==> config.mk <==
export PLATFORM = sky130hd
export DESIGN_NAME = hazard_controller
export DESIGN_NICKNAME = d
export VERILOG_FILES = /design/src/rtl/hazard_controller.sv
export SDC_FILE = /design/constraint.sdc
export NUM_CORES = 1
export LEC_CHECK = 0
export CAP_MARGIN = 25
export CORE_UTILIZATION = 25
export CTS_CLUSTER_DIAMETER = 50
export DETAILED_ROUTE_END_ITERATION = 8
export PLACE_DENSITY_LB_ADDON = 0.15
export SLEW_MARGIN = 20
export SYNTH_ARGS = -nofsm -noshare
export SYNTH_HDL_FRONTEND = slang
export SYNTH_SLANG_ARGS = --single-unit
==> constraint.sdc <==
create_clock -name clk -period 4.74 [get_ports clk]
set_input_delay 0.948 -clock clk [delete_from_list [all_inputs] [get_ports clk]]
set_output_delay 0.948 -clock clk [all_outputs]
set_load 0.01 [all_outputs]
==> src/rtl/hazard_controller.sv <==
// hazard_controller: stall/flush/forward control for the 5-stage core, with a bounded
// data-memory wait FSM and a performance counter of cycles spent stalling fetch.
module hazard_controller #(
  parameter int REGISTER_WIDTH = 5,
  parameter int MEM_TIMEOUT    = 16,
  parameter int CNT_WIDTH      = 32
) (
  input  logic                      clk,
  input  logic                      rst_n,
  input  logic [REGISTER_WIDTH-1:0] rs1_d_i,
  input  logic [REGISTER_WIDTH-1:0] rs2_d_i,
  input  logic [REGISTER_WIDTH-1:0] rs1_e_i,
  input  logic [REGISTER_WIDTH-1:0] rs2_e_i,
  input  logic [REGISTER_WIDTH-1:0] rd_e_i,
  input  logic [REGISTER_WIDTH-1:0] rd_m_i,
  input  logic [REGISTER_WIDTH-1:0] rd_w_i,
  input  logic                      reg_write_m_i,
  input  logic                      reg_write_w_i,
  input  logic [1:0]                result_src_e_i,
  input  logic                      pc_src_e_i,
  input  logic                      mem_req_m_i,
  input  logic                      mem_ready_i,
  output logic [1:0]                forward_a_e_o,
  output logic [1:0]                forward_b_e_o,
  output logic                      stall_f_o,
  output logic                      stall_d_o,
  output logic                      stall_e_o,
  output logic                      stall_m_o,
  output logic                      flush_d_o,
  output logic                      flush_e_o,
  output logic                      flush_w_o,
  output logic                      mem_timeout_o,
  output logic [CNT_WIDTH-1:0]      stall_count_o
);
  localparam int TW = (MEM_TIMEOUT > 2) ? $clog2(MEM_TIMEOUT) : 1;
  typedef enum logic {IDLE, WAIT} state_t;
  state_t        r_state;
  logic [TW-1:0] r_cnt;
  logic          w_abort, w_wait, w_lu, w_br, w_lu_stall;
  function automatic logic [1:0] fwd(input logic [REGISTER_WIDTH-1:0] rs);
    return (reg_write_m_i && rd_m_i != '0 && rd_m_i == rs) ? 2'b10 :
           (reg_write_w_i && rd_w_i != '0 && rd_w_i == rs) ? 2'b01 : 2'b00;
  endfunction
  assign w_abort = (r_state == WAIT) && mem_req_m_i && !mem_ready_i && r_cnt == TW'(MEM_TIMEOUT-1);
  assign w_wait  = mem_req_m_i && !mem_ready_i && !w_abort;
  assign w_lu    = result_src_e_i == 2'b01 && rd_e_i != '0 && (rd_e_i == rs1_d_i || rd_e_i == rs2_d_i);
  assign w_br    = pc_src_e_i;
  assign w_lu_stall = !w_wait && w_lu && !w_br;
  // every output is forced low combinationally while reset is asserted
  assign forward_a_e_o = rst_n ? fwd(rs1_e_i) : 2'b00;
  assign forward_b_e_o = rst_n ? fwd(rs2_e_i) : 2'b00;
  assign stall_f_o     = rst_n && (w_wait || w_lu_stall);
  assign stall_d_o     = rst_n && (w_wait || w_lu_stall);
  assign stall_e_o     = rst_n && w_wait;
  assign stall_m_o     = rst_n && w_wait;
  assign flush_d_o     = rst_n && !w_wait && w_br;
  assign flush_e_o     = rst_n && !w_wait && (w_br || w_lu);
  assign flush_w_o     = rst_n && (w_wait || w_abort);
  assign mem_timeout_o = rst_n && w_abort;
  always_ff @(posedge clk or negedge rst_n) begin
    if (!rst_n) begin
      r_state       <= IDLE;
      r_cnt         <= '0;
      stall_count_o <= '0;
    end else begin
      r_state       <= w_wait ? WAIT : IDLE;
      r_cnt         <= !w_wait ? '0 : (r_state == IDLE) ? TW'(1) : r_cnt + TW'(1);
      stall_count_o <= stall_count_o + CNT_WIDTH'(stall_f_o);
    end
  end
endmodule
Word level (Yosys, flattened, before mapping)
Cells that the tools add are included.
{"block": "totals", "regBits": 37, "in_bits": 44, "out_inout_bits": 44}
{"block": "op_classes", "eq_ne": 8, "muxes": 9, "n_reduce_logical": 33, "addsub": 2}
{"cell": "adder 32 x 1 -> 32 bit", "n": 1}
{"cell": "equality test 5 bit", "n": 6}
{"cell": "logical AND 1 bit", "n": 22}
{"cell": "nonzero test 5 bit", "n": 3}
{"cell": "two-way mux 2 bit", "n": 4}
{"cell": "two-way mux 4 bit", "n": 2}
{"cell": "adder 4 x 1 -> 4 bit, second input constant", "n": 1}
{"cell": "equality test 4 bit, second input constant", "n": 1}
{"cell": "zero test 1 bit", "n": 4}
{"cell": "logical OR 1 bit", "n": 4}
{"cell": "two-way mux 1 bit", "n": 3}
{"cell": "equality test 2 x 1 -> 1 bit, second input constant", "n": 1}

Longest topological paths before layout
Gate-level depths: netlist of the first run.
{"block": "depth", "ltp_word": 11, "ltp_mapped": 10, "depth_no_buf": 10}

Worst setup path after synthesis of the first run
Ideal clock, no wire load.
{"block": "synth_timing", "path_type": "input port to flip-flop", "startpoint": "input rd_e_i[2]", "endpoint": "register stall_count_o[28]", "setup_time_ns": 0.125, "path_buffers": 0, "arrival_time_ns": 3.204, "required_ns": 4.615, "path_slack_ns": 1.411, "cell_stages": 10, "cell_sequence": "xor2_1 > nor3_1 > a22oi_1 > o31ai_1 > ha_1 > ha_1 > inv_2 > nor4_4 > nand4_1 > xnor2_1"}
{"block": "synth_via", "elab_chain_cells": 8, "word_cells_on_any_way": 11, "classes_between": "add/sub (1); eq/ne (2); reduce/logical (8)"}
{"element": "from (decl)", "line_no": "14", "source": "input logic [REGISTER_WIDTH-1:0] rd_e_i,"}
{"element": "equality test 5 bit or nonzero test 5 bit (tied branches)", "line_no": "46", "source": "assign w_lu = result_src_e_i == 2'b01 && rd_e_i != '0 && (rd_e_i == rs1_d_i || rd_e_i == rs2_d_i);"}
{"element": "logical OR 1 bit or logical AND 1 bit (tied branches)", "line_no": "46"}
{"element": "logical AND 1 bit *", "line_no": "46"}
{"element": "logical AND 1 bit * (2 in series)", "line_no": "48", "source": "assign w_lu_stall = !w_wait && w_lu && !w_br;"}
{"element": "logical OR 1 bit *"}
{"element": "logical AND 1 bit *"}
{"element": "net stall_d_o", "line_no": "26", "source": "output logic stall_d_o,"}
{"element": "adder 32 x 1 -> 32 bit *", "line_no": "68", "source": "stall_count_o <= stall_count_o + CNT_WIDTH'(stall_f_o);"}
{"element": "to (signal assigned)", "line_no": "68"}
{"element": "to (decl)", "line_no": "33", "source": "output logic [CNT_WIDTH-1:0] stall_count_o"}
Mark *: on every way through the listed nets, which the timed path passes. The rest lies on a longest branch.

Worst setup path after layout of the first run
{"block": "layout_timing", "startpoint": "input rd_m_i[1]", "endpoint": "output forward_b_e_o[0]"}
{"block": "layout_via", "elab_chain_cells": 5, "word_cells_on_any_way": 6, "classes_between": "eq/ne (1); mux (2); reduce/logical (3)"}
{"element": "from (decl)", "line_no": "15", "source": "input logic [REGISTER_WIDTH-1:0] rd_m_i,"}
{"element": "nonzero test 5 bit", "line_no": "41", "source": "return (reg_write_m_i && rd_m_i != '0 && rd_m_i == rs) ? 2'b10 :"}
{"element": "logical AND 1 bit", "line_no": "41"}
{"element": "logical AND 1 bit *", "line_no": "41"}
{"element": "two-way mux 2 bit *", "line_no": "41"}
{"element": "two-way mux 2 bit *", "line_no": "51", "source": "assign forward_b_e_o = rst_n ? fwd(rs2_e_i) : 2'b00;"}
{"element": "to (decl)", "line_no": "24", "source": "output logic [1:0] forward_b_e_o,"}
Every way passes the cells marked *; elsewhere a longest branch is shown, timed or not.

==> results of run 1 <==
[layout by cell type (no fill, tap or decap)]
| master | count |
|---|---|
| bufinv_16 | 1 |
| and3_1 | 5 |
| clkbuf_1 | 1 |
| inv_2 | 1 |
| xor2_1 | 30 |
| and4_1 | 2 |
| nor2b_1 | 2 |
| or4_1 | 5 |
| ha_1 | 3 |
| nor4_1 | 4 |
| buf_2 | 1 |
| clkdlybuf4s50_1 | 86 |
| a22oi_1 | 1 |
| and2_1 | 7 |
| clkbuf_8 | 6 |
| buf_4 | 2 |
| dfrtp_1 | 37 |
| a21oi_1 | 1 |
| nor4_4 | 2 |
| nor3_1 | 4 |
| xnor2_1 | 32 |
| nor2_1 | 9 |
| o21ai_0 | 1 |
| nand2_1 | 14 |
| o211ai_1 | 1 |
| nand4_1 | 13 |
| o21ai_1 | 1 |
| inv_1 | 4 |
| nor4_2 | 1 |
| nand4_4 | 1 |
| o31ai_1 | 2 |
| nand3_1 | 16 |
[worst max path at each step]
stage                                   end  slack [ns]  cells past startpoint
final                      forward_b_e_o[0]        0.70                      6
after global routing      stall_count_o[26]        0.59                     11
after CTS                  forward_b_e_o[0]        0.69                      6
after detailed placement  stall_count_o[22]        0.56                     11
after global placement    stall_count_o[28]        0.59                     11
after floorplan           stall_count_o[28]        1.41                     10
[routing by layer]
layer  up-vias  global-route usage  share of wire
met2        61              0.2196           0.49
met4         0             0.04231          0.012
met3         5             0.03964          0.077
met1       812              0.1485           0.42
met5         -                   0              0
li1        892                   -              -
[logic make-up after synthesis]
| kind of cell | count (synthesis) | share of synthesized area |
|---|---|---|
| compound gates | 7 | 0.02136 |
| flops | 37 | 0.4392 |
| xor+xnor | 62 | 0.2576 |
| simple gates | 85 | 0.2427 |
| buf+inv | 9 | 0.02136 |
| fa+ha+maj | 3 | 0.01781 |
[stage by stage]
| stage | hold slack, ns | util |
|---|---|---|
| 2_1_floorplan | 0.4508 | - |
| 3_3_place_gp | 0.4649 | 0.3785 |
| 3_5_place_dp | 0.4717 | 0.3785 |
| 4_1_cts | 0.4827 | 0.3927 |
| 5_1_grt | 0.4937 | 0.3927 |
| 6_report | 0.4729 | 0.3927 |
[worst register-to-register path, stage by stage, from the launching register on]
cell and delay, ns:
dfrtp_1 0.40, ha_1 0.23, nand4_1 0.15, nand2_1 0.09, o31ai_1 0.14, ha_1 0.33
ha_1 0.28, inv_2 0.06, nor4_4 0.62, nand4_1 0.19, xnor2_1 0.16
[power groups by stage]
stage	sequential, mW	clock [mW]	combinational, mW
final	0.366	0.281	0.154
after global routing	0.372	0.305	0.170
after CTS	0.367	0.293	0.157
after detailed placement	0.373	0	0.156
after global placement	0.373	0	0.158
after floorplan	0.377	0	0.0431
[sequential cells by signal, indices dropped and copies added, names as in the netlist]
register / flops
r_state: 1
r_cnt: 4
stall_count_o: 32
[layout make-up]
class | count | area, µm²
multi-input combinational | 157 | 1137
clock buffer | 7 | 86.33
inverter | 5 | 18.77
tap | 105 | 131.4
clock inverter | 1 | 30.03
fill | 824 | 4965
sequential | 37 | 925.9
timing repair buffer | 89 | 880.8
==> metrics.txt, run 1 <==
Worst Skew ~0.0015 ns; Switching Fraction 0.2508; Post-synth top flop dfrtp_1; # IOs ~90; Psw 0.2008 mW; CP endpoint kind primary output; Synth cell types 28; hold path start stall_count_o[31]; cell type with the largest total area after synthesis dfrtp_1; Initial DRT Pass Iterations 4; crit path max fanout 3; Syn Inst Count between 200 and 250; leakage power 1.331 nW; area fraction of the dominant cell type after synthesis 0.4392; Post-DRT Antenna Nets 0; Post-CTS Setup Bufs 0; DRC errors left 0; WHS Endpoint stall_count_o[31]; Largest stage delay, worst path 0.59 ns; reg2reg setup slack 1.98 ns; final wirelength 5.200 mm; internal power 0.5998 mW; I/O Buffers 87; Slew headroom 0.5700; number of buffers and inverters on the critical path 2; area grow syn2layout 52.28%; FF-to-FF path depth 10; setup ws final 0.6951 ns; largest net degree at the start of global routing 30; Hold Vio Cnt, Final 0; Mapped Nets 250; routability cong. 0.8378; final total power 0.8006 mW; Comb pwr share 0.192; Setup crit start kind primary input; Max clock buf depth 2; hold_buf cts 0; first-pass GRT wire length 8.673 mm; RSZ-0062 raised after global routing no; gr usage total 0.1272; Pwr Density 249.4 nW/µm²; clock sink count 37; number of flops mapped to enable cells by yosys 0; top post-synthesis cells by area dfrtp_1, xnor2_1, xor2_1; worst r2r src r_cnt[0]; DP Area 3094 µm²; Max-Cap Viols 0; reg-to-reg endpoint stall_count_o[28]; Mapped Area 2108 µm²; core area 8175 µm²; crit path from rd_m_i[1]; final non-filler cell total 401; Top Family by Delay on Critical Path buffers and inverters; Min-Delay Path Class register to register; Seq pwr share 0.458; critical path type primary input to primary output; Die ar. 8804 µm²; DP HPWL 4.072 mm; FMAX 247.2 MHz; Slowest-stage cell, CP clkdlybuf4s50_1; final instance area 3211 µm²; most common cell in the netlist dfrtp_1; Arr. time, crit path 3.10 ns; nets roughly 340; Root Buffer clkbuf_8; share of cells above drive strength 1 0.05068; number of buffers created by CTS 5; CP cell instances clkdlybuf4s50_1 -> or4_1 -> o21ai_1 -> nor4_1 -> nor4_1 -> clkdlybuf4s50_1; vias in the first global route 1851; CTS tree done; #FFs+latches synth 37; Clk pwr share 0.351; fin crit period 4.045 ns; vias 1770; Die Wd 93.83 µm; worst slew pin tran 0.6403 ns; status finished, final reports clean; Setup WS pre-CTS 0.5576 ns; final critical-path share of the clock period 0.8533; clock-pin transition on the worst setup and hold timing paths 0.07 ns; clock latency on the worst-skew pair ~0.28 ns; DR iter-0 viols 28; number of diodes 0; Cells after DPL between 300 and 400; setup violators final 0; Slew Viols, Final 0; Gates resized, CTS repair 0; Hold Path Cell Cnt 1; Vert. Die Dim 93.83 µm; routed len/inst around 13 µm; Async S/R FF share, synth 1.000; H-tree depth 2; most instantiated cells after synthesis dfrtp_1, xnor2_1, xor2_1, nand3_1, nand2_1; # rows 33; Synth warnings 0; WP data required 3.79 ns; GR Overflow Total 0; drt via density 4.414; Initial Util 0.2579; VDD IR max 0.1277 mV; antenna violations before repair 0; setup tns final 0 ns; sequential cell area fraction in the yosys report 0.4392; Syn Area/Cell 10.39 µm²
Power figures use the tool's default switching activity.
==> run 2: changes to the inputs <==
CORE_MARGIN = 1   (was unset)
==> results of run 2 <==
Same layout as run 1: the final DEF is identical, and so are final timing and power.
==> run 3: changes to the inputs <==
CORE_UTILIZATION = 39   (was 25)
==> metrics.txt, run 3 (synthesis results as in run 1) <==
status finished, final reports clean; routed len/inst about 13 µm; # rows 26; final-layout fill cell count 464; Setup crit start kind primary input; Psw 0.2084 mW; share of cells above drive strength 1 0.05405; number of diodes 0; largest net degree at the start of global routing 38; drt via density 4.880; largest reg by FF count stall_count_o; area grow syn2layout 50.39%; multi-input combinational cell area 1137 µm²; Hold Vio Cnt, Final 0; Arr. time, crit path between 3 and 4 ns; number of buffers created by CTS 5; clock latency on the worst-skew pair 0.29 ns; vias around 1.8k; core area 5172 µm²; Hold Path Cell Cnt 1; met1 Use GR 0.2217; clock sink count 37; Initial Util 0.4076; Post-DRT Antenna Nets 0; worst slew pin tran approximately 0.57 ns; RSZ-0062 raised after global routing no; Seq pwr share 0.454; Comb pwr share 0.189; FF-to-FF path depth 10; I/O Buffers 87; Min-Delay Path Class register to register; gr usage total 0.1851; H-tree depth 2; DR iter-0 viols 38; Switching Fraction 0.2580; register area 925.9 µm²; routability cong. roughly 0.73; Post-CTS Setup Bufs 0; final wirelength 4.832 mm; Gates resized, CTS repair 0; Pwr Density 254.7 nW/µm²; Die Wd 75.53 µm; GR peak layer met2; Vert. Die Dim 75.53 µm; CTS tree done; Worst Skew 0.008378 ns; vias in the first global route 1754; Slew headroom 0.6164; clock-pin transition on the worst setup and hold timing paths 0.08 ns; Max-Cap Viols 0; setup violators final 0; commonest non-fill, non-tap cell in the layout clkdlybuf4s50_1; Clk pwr share 0.357; Die ar. 5704 µm²; Max clock buf depth 2; WP data required 3.79 ns; FMAX 246.6 MHz; Root Buffer clkbuf_8; CP endpoint kind primary output; Util after Layout 0.6130; most frequent cells in the layout clkdlybuf4s50_1, dfrtp_1, xnor2_1, xor2_1, nand3_1; internal power 0.5992 mW; first-pass GRT wire length 7.900 mm; antenna violations before repair 0; biggest registers after layout stall_count_o x32, r_cnt x4, r_state x1; # IOs slightly below 90; GR Overflow Total 0; leakage power 1.330 nW; crit path max fanout 3; DRC errors left 0; hold_buf cts 0; Largest register FFs 32; GRT met3 Usage 0.05820; final critical-path share of the clock period 0.8556; setup tns final 0 ns; Slew Viols, Final 0; fin crit period 4.055 ns; M2 GR Usage 0.3224; DP HPWL 3.743 mm; VDD IR max 0.1448 mV; nets 342; critical path type primary input to primary output; Initial DRT Pass Iterations 4
## run 3: cell types whose count changed in the layout (fill, tap and decap cells not counted), sizes merged
cell | previous run | this run
clkinvlp | 0 | 1
clkbuf | 7 | 6
## run 3: routing by layer
metal,vias to the layer above,wire length [µm]
li1,892,-
met1,824,2108
met2,68,2349
met3,2,357
met4,0,17
met5,-,0
## run 3: path summary, 6_finish.rpt
check                                  start           endpoint  slack [ns]
hold / removal             stall_count_o[31]  stall_count_o[31]        0.47
setup / recovery                   rd_m_i[1]   forward_b_e_o[0]        0.68
setup reg to reg                    r_cnt[0]  stall_count_o[22]        2.13
max in group asynchronous              rst_n   stall_count_o[0]        3.59
hold reg to reg            stall_count_o[31]  stall_count_o[31]        0.47
min in group asynchronous              rst_n  stall_count_o[19]        0.83
## run 3: cell type report
| cell class | count | share of cell area |
|---|---|---|
| multi-input cells | 157 | 0.3587 |
| inverters | 5 | 0.005919 |
| clock inverters | 2 | 0.01184 |
| flip-flops and latches | 37 | 0.2920 |
| well taps | 70 | 0.02762 |
| repair buffers | 89 | 0.2778 |
| clock buffers | 6 | 0.02605 |
## run 3: worst max-delay path, cell delays in order
cell and delay, ns:
clkdlybuf4s50_1 0.46, or4_1 0.53, o21ai_1 0.17, nor4_1 0.10, nor4_1 0.30, clkdlybuf4s50_1 0.59
## run 3: metrics by stage
stage / area, µm² / hold WS, ns / std cells / power, mW / setup WS, ns
5_1_grt: 3171 / 0.5156 / 366 / 0.8478 / 0.5048
6_report: 3171 / 0.4698 / 366 / 0.8076 / 0.6846
3_3_place_gp: 3050 / 0.4603 / 358 / 0.5291 / 0.7088
4_1_cts: 3171 / 0.4777 / 366 / 0.8191 / 0.6960
3_5_place_dp: 3050 / 0.4669 / 358 / 0.5289 / 0.7005
2_1_floorplan: 2108 / 0.4508 / 203 / 0.4198 / 1.411
## run 3: power groups by stage
stage          Sequential [mW]  Combinational, mW  Clock (mW)
6_report                 0.367              0.153       0.288
5_1_grt                  0.372              0.168       0.308
4_1_cts                  0.368              0.156       0.295
3_5_place_dp             0.374              0.155           0
3_3_place_gp             0.374              0.156           0
2_1_floorplan            0.377             0.0431           0
